[config.mk]
export PLATFORM = sky130hd
export DESIGN_NAME = sccb_target
export DESIGN_NICKNAME = d
export VERILOG_FILES = /design/src/rtl/sccb_pkg.sv /design/src/rtl/sccb_sync_edge.sv /design/src/rtl/sccb_target.sv
export SDC_FILE = /design/constraint.sdc
export NUM_CORES = 1
export LEC_CHECK = 0
export ABC_CLOCK_PERIOD_IN_PS = 5500
export CORE_MARGIN = 2
export CORE_UTILIZATION = 30
export DETAILED_ROUTE_END_ITERATION = 12
export GPL_TIMING_DRIVEN = 1
export MAX_ROUTING_LAYER = met4
export PLACE_DENSITY = 0.48
export SKIP_LAST_GASP = 1
export SYNTH_ARGS = -nofsm -noshare
export SYNTH_HDL_FRONTEND = slang
export SYNTH_SLANG_ARGS = --single-unit
[constraint.sdc]
create_clock -name clk -period 5.5 [get_ports clk]
set_input_delay 1.1 -clock clk [delete_from_list [all_inputs] [get_ports clk]]
set_output_delay 1.1 -clock clk [all_outputs]
set_load 0.02 [all_outputs]
[src/rtl/sccb_pkg.sv]
// Shared types and constants for the SCCB target: FSM state encoding,
// default device ID and the SIO_D level a target drives in an ACK slot.
package sccb_pkg;

    typedef enum logic [3:0] {
        IDLE,
        ID,
        ID_ACK,
        ADDRH,
        ADDRH_ACK,
        ADDRL,
        ADDRL_ACK,
        WDATA,
        WDATA_ACK,
        RDATA,
        RDATA_NA,
        IGNORE
    } sccb_state_e;

    localparam logic [6:0] SCCB_DEV_ID_DEFAULT = 7'h3C;
    localparam logic       SCCB_ACK_LVL        = 1'b0;

endpackage

[src/rtl/sccb_sync_edge.sv]
// Two-flop synchronizer for one asynchronous bus line plus one-clk rise/fall
// pulses. Resets to 1 so an idle (pulled-up) bus produces no edges.
module sccb_sync_edge (
    input  logic clk,
    input  logic rstn,
    input  logic i_async,
    output logic o_level,
    output logic o_rise,
    output logic o_fall
);

    // [1:0] synchronizer stages, [2] previous synchronized value
    logic [2:0] r_sync;

    always_ff @(posedge clk) begin
        if (!rstn) r_sync <= 3'b111;
        else       r_sync <= {r_sync[1:0], i_async};
    end

    assign o_level = r_sync[1];
    assign o_rise  =  r_sync[1] & ~r_sync[2];
    assign o_fall  = ~r_sync[1] &  r_sync[2];

endmodule

[src/rtl/sccb_target.sv]
// SCCB target mapping bus writes/reads onto a 16-bit-address register port.
// Define SCCB_TARGET_AUTOINC_EN to step reg_addr after every written/read byte.
module sccb_target
    import sccb_pkg::*;
#(
    parameter logic [6:0] DEV_ID = SCCB_DEV_ID_DEFAULT
) (
    input  logic        clk,
    input  logic        rstn,
    input  logic        sccb_clk,
    input  logic        sccb_data_in,
    output logic        sccb_data_out,
    output logic        sccb_data_en,
    output logic [15:0] reg_addr,
    output logic [7:0]  reg_wdata,
    output logic        reg_we,
    output logic        reg_re,
    input  logic [7:0]  reg_rdata,
    output logic        busy
);

    logic        w_scl, w_scl_rise, w_scl_fall;
    logic        w_sda, w_sda_rise, w_sda_fall;
    logic        w_start, w_stop, w_last_bit, w_ack_done, w_busy_nxt;
    logic [7:0]  w_byte;
    sccb_state_e r_state, w_state_nxt;

    logic [2:0]  r_bitcnt;
    logic [6:0]  r_shift;
    logic        r_rw, r_ack_drv, r_busy;
    logic        r_sda_en, r_sda_out, r_we, r_re;
    logic [15:0] r_addr;
    logic [7:0]  r_wdata;

    sccb_sync_edge u_sync_scl (
        .clk    (clk),
        .rstn   (rstn),
        .i_async(sccb_clk),
        .o_level(w_scl),
        .o_rise (w_scl_rise),
        .o_fall (w_scl_fall)
    );

    sccb_sync_edge u_sync_sda (
        .clk    (clk),
        .rstn   (rstn),
        .i_async(sccb_data_in),
        .o_level(w_sda),
        .o_rise (w_sda_rise),
        .o_fall (w_sda_fall)
    );

    assign w_start    = w_sda_fall & w_scl;
    assign w_stop     = w_sda_rise & w_scl;
    assign w_byte     = {r_shift, w_sda};
    assign w_last_bit = w_scl_rise && (r_bitcnt == 3'd7);
    // ACK slot ends on the second SIO_C fall seen in an ACK state
    assign w_ack_done = w_scl_fall && r_ack_drv;

    always_ff @(posedge clk) begin
        if (!rstn) r_state <= IDLE;
        else       r_state <= w_state_nxt;
    end

    always_comb begin
        w_state_nxt = r_state;
        if (w_stop) begin
            w_state_nxt = IDLE;
        end else if (w_start) begin
            w_state_nxt = ID;
        end else begin
            case (r_state)
                ID:        if (w_last_bit) w_state_nxt = (w_byte[7:1] == DEV_ID) ? ID_ACK : IGNORE;
                ID_ACK:    if (w_ack_done) w_state_nxt = r_rw ? RDATA : ADDRH;
                ADDRH:     if (w_last_bit) w_state_nxt = ADDRH_ACK;
                ADDRH_ACK: if (w_ack_done) w_state_nxt = ADDRL;
                ADDRL:     if (w_last_bit) w_state_nxt = ADDRL_ACK;
                ADDRL_ACK: if (w_ack_done) w_state_nxt = WDATA;
                WDATA:     if (w_last_bit) w_state_nxt = WDATA_ACK;
                WDATA_ACK: if (w_ack_done) w_state_nxt = WDATA;
                RDATA:     if (w_last_bit) w_state_nxt = RDATA_NA;
                default:   w_state_nxt = r_state;
            endcase
        end
    end

    // busy survives a repeated START only if the target was already addressed
    always_comb begin
        w_busy_nxt = 1'b1;
        if (w_state_nxt inside {IDLE, IGNORE}) w_busy_nxt = 1'b0;
        else if (w_state_nxt == ID)            w_busy_nxt = r_busy;
    end

    always_ff @(posedge clk) begin
        if (!rstn) begin
            r_bitcnt  <= '0;
            r_shift   <= '0;
            r_rw      <= 1'b0;
            r_ack_drv <= 1'b0;
            r_busy    <= 1'b0;
            r_sda_en  <= 1'b0;
            r_sda_out <= 1'b0;
            r_we      <= 1'b0;
            r_re      <= 1'b0;
            r_addr    <= '0;
            r_wdata   <= '0;
        end else begin
            r_busy <= w_busy_nxt;
            r_we   <= 1'b0;
            r_re   <= 1'b0;
            if (w_start || w_stop) begin
                r_bitcnt  <= '0;
                r_ack_drv <= 1'b0;
                r_sda_en  <= 1'b0;
                r_sda_out <= 1'b0;
            end else begin
                case (r_state)
                    ID, ADDRH, ADDRL, WDATA: begin
                        r_sda_en <= 1'b0;
                        if (w_scl_rise) begin
                            r_shift  <= w_byte[6:0];
                            r_bitcnt <= r_bitcnt + 3'd1;
                            if (r_bitcnt == 3'd7) begin
                                if (r_state == ID)         r_rw          <= w_byte[0];
                                else if (r_state == ADDRH) r_addr[15:8]  <= w_byte;
                                else if (r_state == ADDRL) r_addr[7:0]   <= w_byte;
                                else begin
                                    r_wdata <= w_byte;
                                    r_we    <= 1'b1;
                                end
                            end
                        end
                    end
                    ID_ACK, ADDRH_ACK, ADDRL_ACK, WDATA_ACK: begin
                        if (w_scl_fall) begin
                            if (!r_ack_drv) begin
                                r_ack_drv <= 1'b1;
                                r_sda_en  <= 1'b1;
                                r_sda_out <= SCCB_ACK_LVL;
                            end else begin
                                r_ack_drv <= 1'b0;
                                r_bitcnt  <= '0;
                                // read: keep SIO_D driven, bit7 replaces the ACK level once fetched
                                if (r_state == ID_ACK && r_rw) r_re     <= 1'b1;
                                else                           r_sda_en <= 1'b0;
                            end
                        end
                    end
                    RDATA: begin
                        if (r_re) begin
                            r_shift   <= reg_rdata[6:0];
                            r_sda_out <= reg_rdata[7];
                        end else if (w_scl_fall) begin
                            r_shift   <= {r_shift[5:0], 1'b0};
                            r_sda_out <= r_shift[6];
                        end
                        if (w_scl_rise) r_bitcnt <= r_bitcnt + 3'd1;
                    end
                    RDATA_NA: begin
                        // initiator owns SIO_D for NA; the target stays off until STOP
                        if (w_scl_fall) begin
                            r_sda_en  <= 1'b0;
                            r_sda_out <= 1'b0;
                        end
                    end
                    default: begin
                        r_sda_en  <= 1'b0;
                        r_sda_out <= 1'b0;
                    end
                endcase
            end
`ifdef SCCB_TARGET_AUTOINC_EN
            if (r_we || (r_state == RDATA && w_last_bit && !w_start && !w_stop))
                r_addr <= r_addr + 16'd1;
`endif
        end
    end

    assign sccb_data_out = r_sda_out;
    assign sccb_data_en  = r_sda_en;
    assign reg_addr      = r_addr;
    assign reg_wdata     = r_wdata;
    assign reg_we        = r_we;
    assign reg_re        = r_re;
    assign busy          = r_busy;

endmodule

# --- After elaboration in Yosys (flattened, before gate mapping) ---
# Cells that the tools add are included.
op_classes:
  eq_ne: 22
  mux: 34
  reduce_logical: 25
  n_div: 0
  n_mul: 0
  order_cmp: 0
  n_bitwise: 22
  n_addsub: 1
  n_shift: 0
op_table:
  columns: ["cell", "n"]
  rows:
  - ["4-bit two-way mux", 12]
  - ["4-bit case mux with 8 select lines", 1]
  - ["7-bit two-way mux", 3]
  - ["4-bit by 3-bit == test with 1-bit output (second input constant)", 4]
  - ["4-bit == test (second input constant)", 4]
  - ["1-bit inverter", 16]
  - ["7-bit case mux with 2 select lines", 1]
  - ["7-bit AND reduction", 2]
  - ["4-bit AND reduction", 3]
  - ["1-bit two-way mux", 11]
  - ["2-bit != test (second input constant)", 5]
  - ["5-bit AND reduction", 2]
  - ["5-bit OR reduction", 2]
  - ["3-bit two-way mux", 3]
  - ["4-bit by 1-bit == test with 1-bit output (second input constant)", 2]
  - ["4-bit by 2-bit == test with 1-bit output (second input constant)", 2]
  - ["4-bit OR reduction", 2]
  - ["7-bit by 6-bit == test with 1-bit output (second input constant)", 1]
  - ["7-bit OR reduction", 1]
  - ["1-bit bitwise AND", 6]
  - ["3-bit != test (second input constant)", 2]
  - ["3-bit case mux with 2 select lines", 1]
  - ["6-bit AND reduction", 1]
  - ["2-bit nonzero test", 3]
  - ["other kinds (10)", 14]
word_totals:
  reg_bits: 51
  wordCells: 119
  memories: 0
  ramBits: 0
  latch_bits: 0
  rom_bits: 0

# --- Logic depth before layout (Yosys ltp) ---
logic_depth:
  word_depth: 10
  mapped_depth: 8

# --- By module ---
# Synthesis repeated with hierarchy kept, for this count alone.
hier_totals:
  cells_unflattened: 258
  area_unflattened_um2: 2303.5
modules_own_cells:
  columns: ["mod", "n_inst", "cells_each", "area_per_inst_um2"]
  rows:
  - ["sccb_target", 1, 242, 2120.8]
  - ["sccb_sync_edge", 2, 8, 91.3]

# --- Least setup slack after synthesis ---
# OpenSTA, ideal clock, no wires.
synth_path:
  kind: "input to register"
  from: "in rstn"
  to: "reg r_busy, in the netlist busy"
  path_stages: 5
  t_arrival_ns: 1.927
  setup_ns: 0.122
  setup_slack_ns: 3.452
  cell_sequence: "buf_4 -> nand4_1 -> nor2_1 -> or4b_1 -> o311a_1"
synth_via:
  elab_chain_cells: 2
synth_lines:
  columns: ["item", "line_no", "rtl"]
  rows:
  - ["from (decl)", "sccb_target.sv:9", "input logic rstn,"]
  - ["1-bit inverter (no source line)", null, null]
  - ["2-bit OR reduction (no source line)", null, null]
  - ["to (signal assigned)", "sccb_target.sv:108", "r_busy <= w_busy_nxt;"]
  - ["to (decl)", "sccb_target.sv:30", "logic r_rw, r_ack_drv, r_busy;"]
# No other way between the ends.
# A chain may end at the register's enable or synchronous reset.

# --- Worst setup path after layout ---
# Same ends and word-level chain as after synthesis.

==> run metrics <==
Top delay family on crit path buffers and inverters; die area 0.00905 mm^2; CTS buffer count 5; min Tclk post-route between 2 and 3 ns; post-synth top area share 0.410; CP startpoint kind input port; nets@finish 309; final wirelength 6090 um; # Post-CTS Setup Buffers 0; DR vias 2026; clk sinks 51; CP endpoint kind register; leakage 1.13 nW; chip width 95.1 um; Synth-to-Final Area Change 21.3%; Mapped Area 0.00249 mm^2; Critical Path Start rstn; maximum VDD drop approximately 0.00013 V; simple-gate share of the synthesized area 0.287; largest net degree at the start of global routing 28; IO buf count 40; ANT nets after route 0; htree depth 2; yosys warns 0; share of cells above drive strength 1 0.0608; RSZ-0062 raised after global routing no; core area 0.00813 mm^2; period utilization 0.500; hold crit path type reg -> reg; Main synth FF type dfxtp_1; CP arrival a little under 3 ns; fillcell total 840; Synth area leaders dfxtp_1, mux2i_1, nor2b_1; Vias/cell 5.05; max cap viols 0; reg2reg end r_shift[2]; final instance area between 0.003 and 0.004 mm^2; Residual DRC 0; die height 95.1 um; antenna diode count 0; Post-Synth Adder-Cell Area 0.0100; first-pass GRT wire length between 9000 and 10000 um; worst reg2reg path depth 5; status finished clean; area of the multi-input gates 0.00132 mm^2; sequential area share after synthesis 0.410; slowest stage delay, CP 0.89 ns; I/O Pins 41; antenna violations before repair 0; crit-path cells clkdlybuf4s50_1, nand4_1, nor2_1, or4b_1, o311a_1; number of synthesized register bits 51; Cell Pwr Density ~250 mW/mm^2; skew final between 0.01 and 0.015 ns; largest family of logic cells by synthesized area simple AND/OR/NAND/NOR gates; Detailed Route Iter0 Violations 101; Final Hold Fails 0; number of flops mapped to enable cells by yosys 0; Area after DPL about 0.0029 mm^2; Synth area leader dfxtp_1; syn nets 281; CP Buf/Inv Count 1; Synth Instances ~270; slowest CP cell clkdlybuf4s50_1; CTS tree built; commonest non-fill, non-tap cell in the layout dfxtp_1; fmax 364 MHz; starting density of the core 0.306; mux share of post-synthesis cell area 0.108; clock transition at the registers of the reported paths around 0.10 ns; vias in the first global route 1906; CTS root buf clkbuf_8; row cnt 33; setup TNS 0 ns; Pre-antenna DRT Iters 4; total grt overflow 0; Seq. cell area 0.00102 mm^2; Min-Delay Endpoint u_sync_scl.r_sync[1]; worst hold stages 1; Skew-Pair Late Insertion Delay between 0.3 and 0.4 ns; # hold bufs at CTS 0; async set-or-reset flop fraction in the synthesized netlist 0; maximum clock path buffer count 2; Yosys cell types between 50 and 60; xor and xnor area share after synthesis 0.00703; Final Power 0.761 mW; placer's final routability congestion estimate between 0.8 and 0.9; HPWL Detailed approximately 4200 um; Avg Cell Area, Syn 9.33 um^2; GRT Util Overall 0.144; wire per inst 15.2 um; most frequent cells in the layout dfxtp_1, clkdlybuf4s50_1, nor2b_1; flop2flop setup slack 2.89 ns; cts repair resizes 0; CP Max Fanout 27; CP required 5.70 ns; hold path startpoint u_sync_scl.r_sync[0]; Final Slew Violations 0; FF-to-FF Start r_state[0]; Crit Path Class in -> reg; Slew Limit Headroom 0.333; Worst Tran Pin Value 0.998 ns; compound-gate portion of the synthesized area 0.116; Final Setup Violations 0
-- metal layers --
metal,GRT usage,share of wire,vias to the layer above
met5,-,0,-
met4,0.0531,0.018,0
met3,0.0213,0.037,9
met2,0.208,0.43,61
met1,0.202,0.51,947
li1,-,-,1009
-- registers in the layout, summed over array words and instances, names as in the netlist --
register,cells
u_sync_scl.r_sync,3
reg_we,1
sccb_data_en,1
reg_wdata,8
reg_addr,16
r_ack_drv,1
sccb_data_out,1
busy,1
reg_re,1
r_state,4
r_bitcnt,3
r_shift,7
u_sync_sda.r_sync,3
r_rw,1
-- synthesized netlist by cell type, drive strengths merged (2+ instances only) --
| library cell | instances |
|---|---|
| a21oi | 14 |
| a22oi | 2 |
| and2 | 2 |
| buf | 15 |
| clkbuf | 6 |
| dfxtp | 51 |
| ha | 2 |
| inv | 3 |
| mux2i | 27 |
| nand2 | 16 |
| nand2b | 8 |
| nand3 | 16 |
| nand3b | 5 |
| nand4 | 4 |
| nand4b | 3 |
| nor2 | 15 |
| nor2b | 30 |
| nor3 | 5 |
| nor3b | 2 |
| nor4 | 2 |
| o211a | 8 |
| o21ai | 5 |
| or2 | 2 |
| or3 | 3 |
-- where the power goes --
group          total, mW  internal (mW)  leakage (nW)  switching [mW]
logic             0.0859         0.0434         0.659          0.0425
clock network      0.277          0.150        0.0618           0.127
registers          0.398          0.377         0.412          0.0209
total              0.761          0.570          1.13           0.191
-- final cells by class --
type	instances	area share
timing repair buffer	42	0.137
clock buffer	6	0.0273
inverter	3	0.00373
multi-input combinational	192	0.438
tap	105	0.0435
sequential	51	0.338
clock inverter	2	0.0128
-- worst max-delay path by stage --
stage / cells past startpoint / to / slack [ns]
after floorplan: 5 / busy / 3.45
after global placement: 5 / busy / 2.44
after detailed placement: 5 / busy / 2.43
after CTS: 1 / reg_re / 2.73
after global routing: 3 / reg_re / 2.64
final: 5 / busy / 2.75
-- kinds of logic after synthesis --
logic type | after synthesis
mux | 27
simple gates | 120
buf+inv | 24
flops | 51
compound gates | 41
xor+xnor | 2
fa+ha+maj | 2
-- per-stage QoR --
stage | cells | util | hold slack [ns] | setup WS (ns)
2_1_floorplan | 267 | - | 0.386 | 3.45
3_3_place_gp | 393 | 0.357 | 0.395 | 2.44
3_5_place_dp | 393 | 0.357 | 0.393 | 2.43
4_1_cts | 401 | 0.372 | 0.428 | 2.73
5_1_grt | 401 | 0.372 | 0.450 | 2.64
6_report | 401 | 0.372 | 0.430 | 2.75
Note: power is estimated with default switching activity, not from simulation.
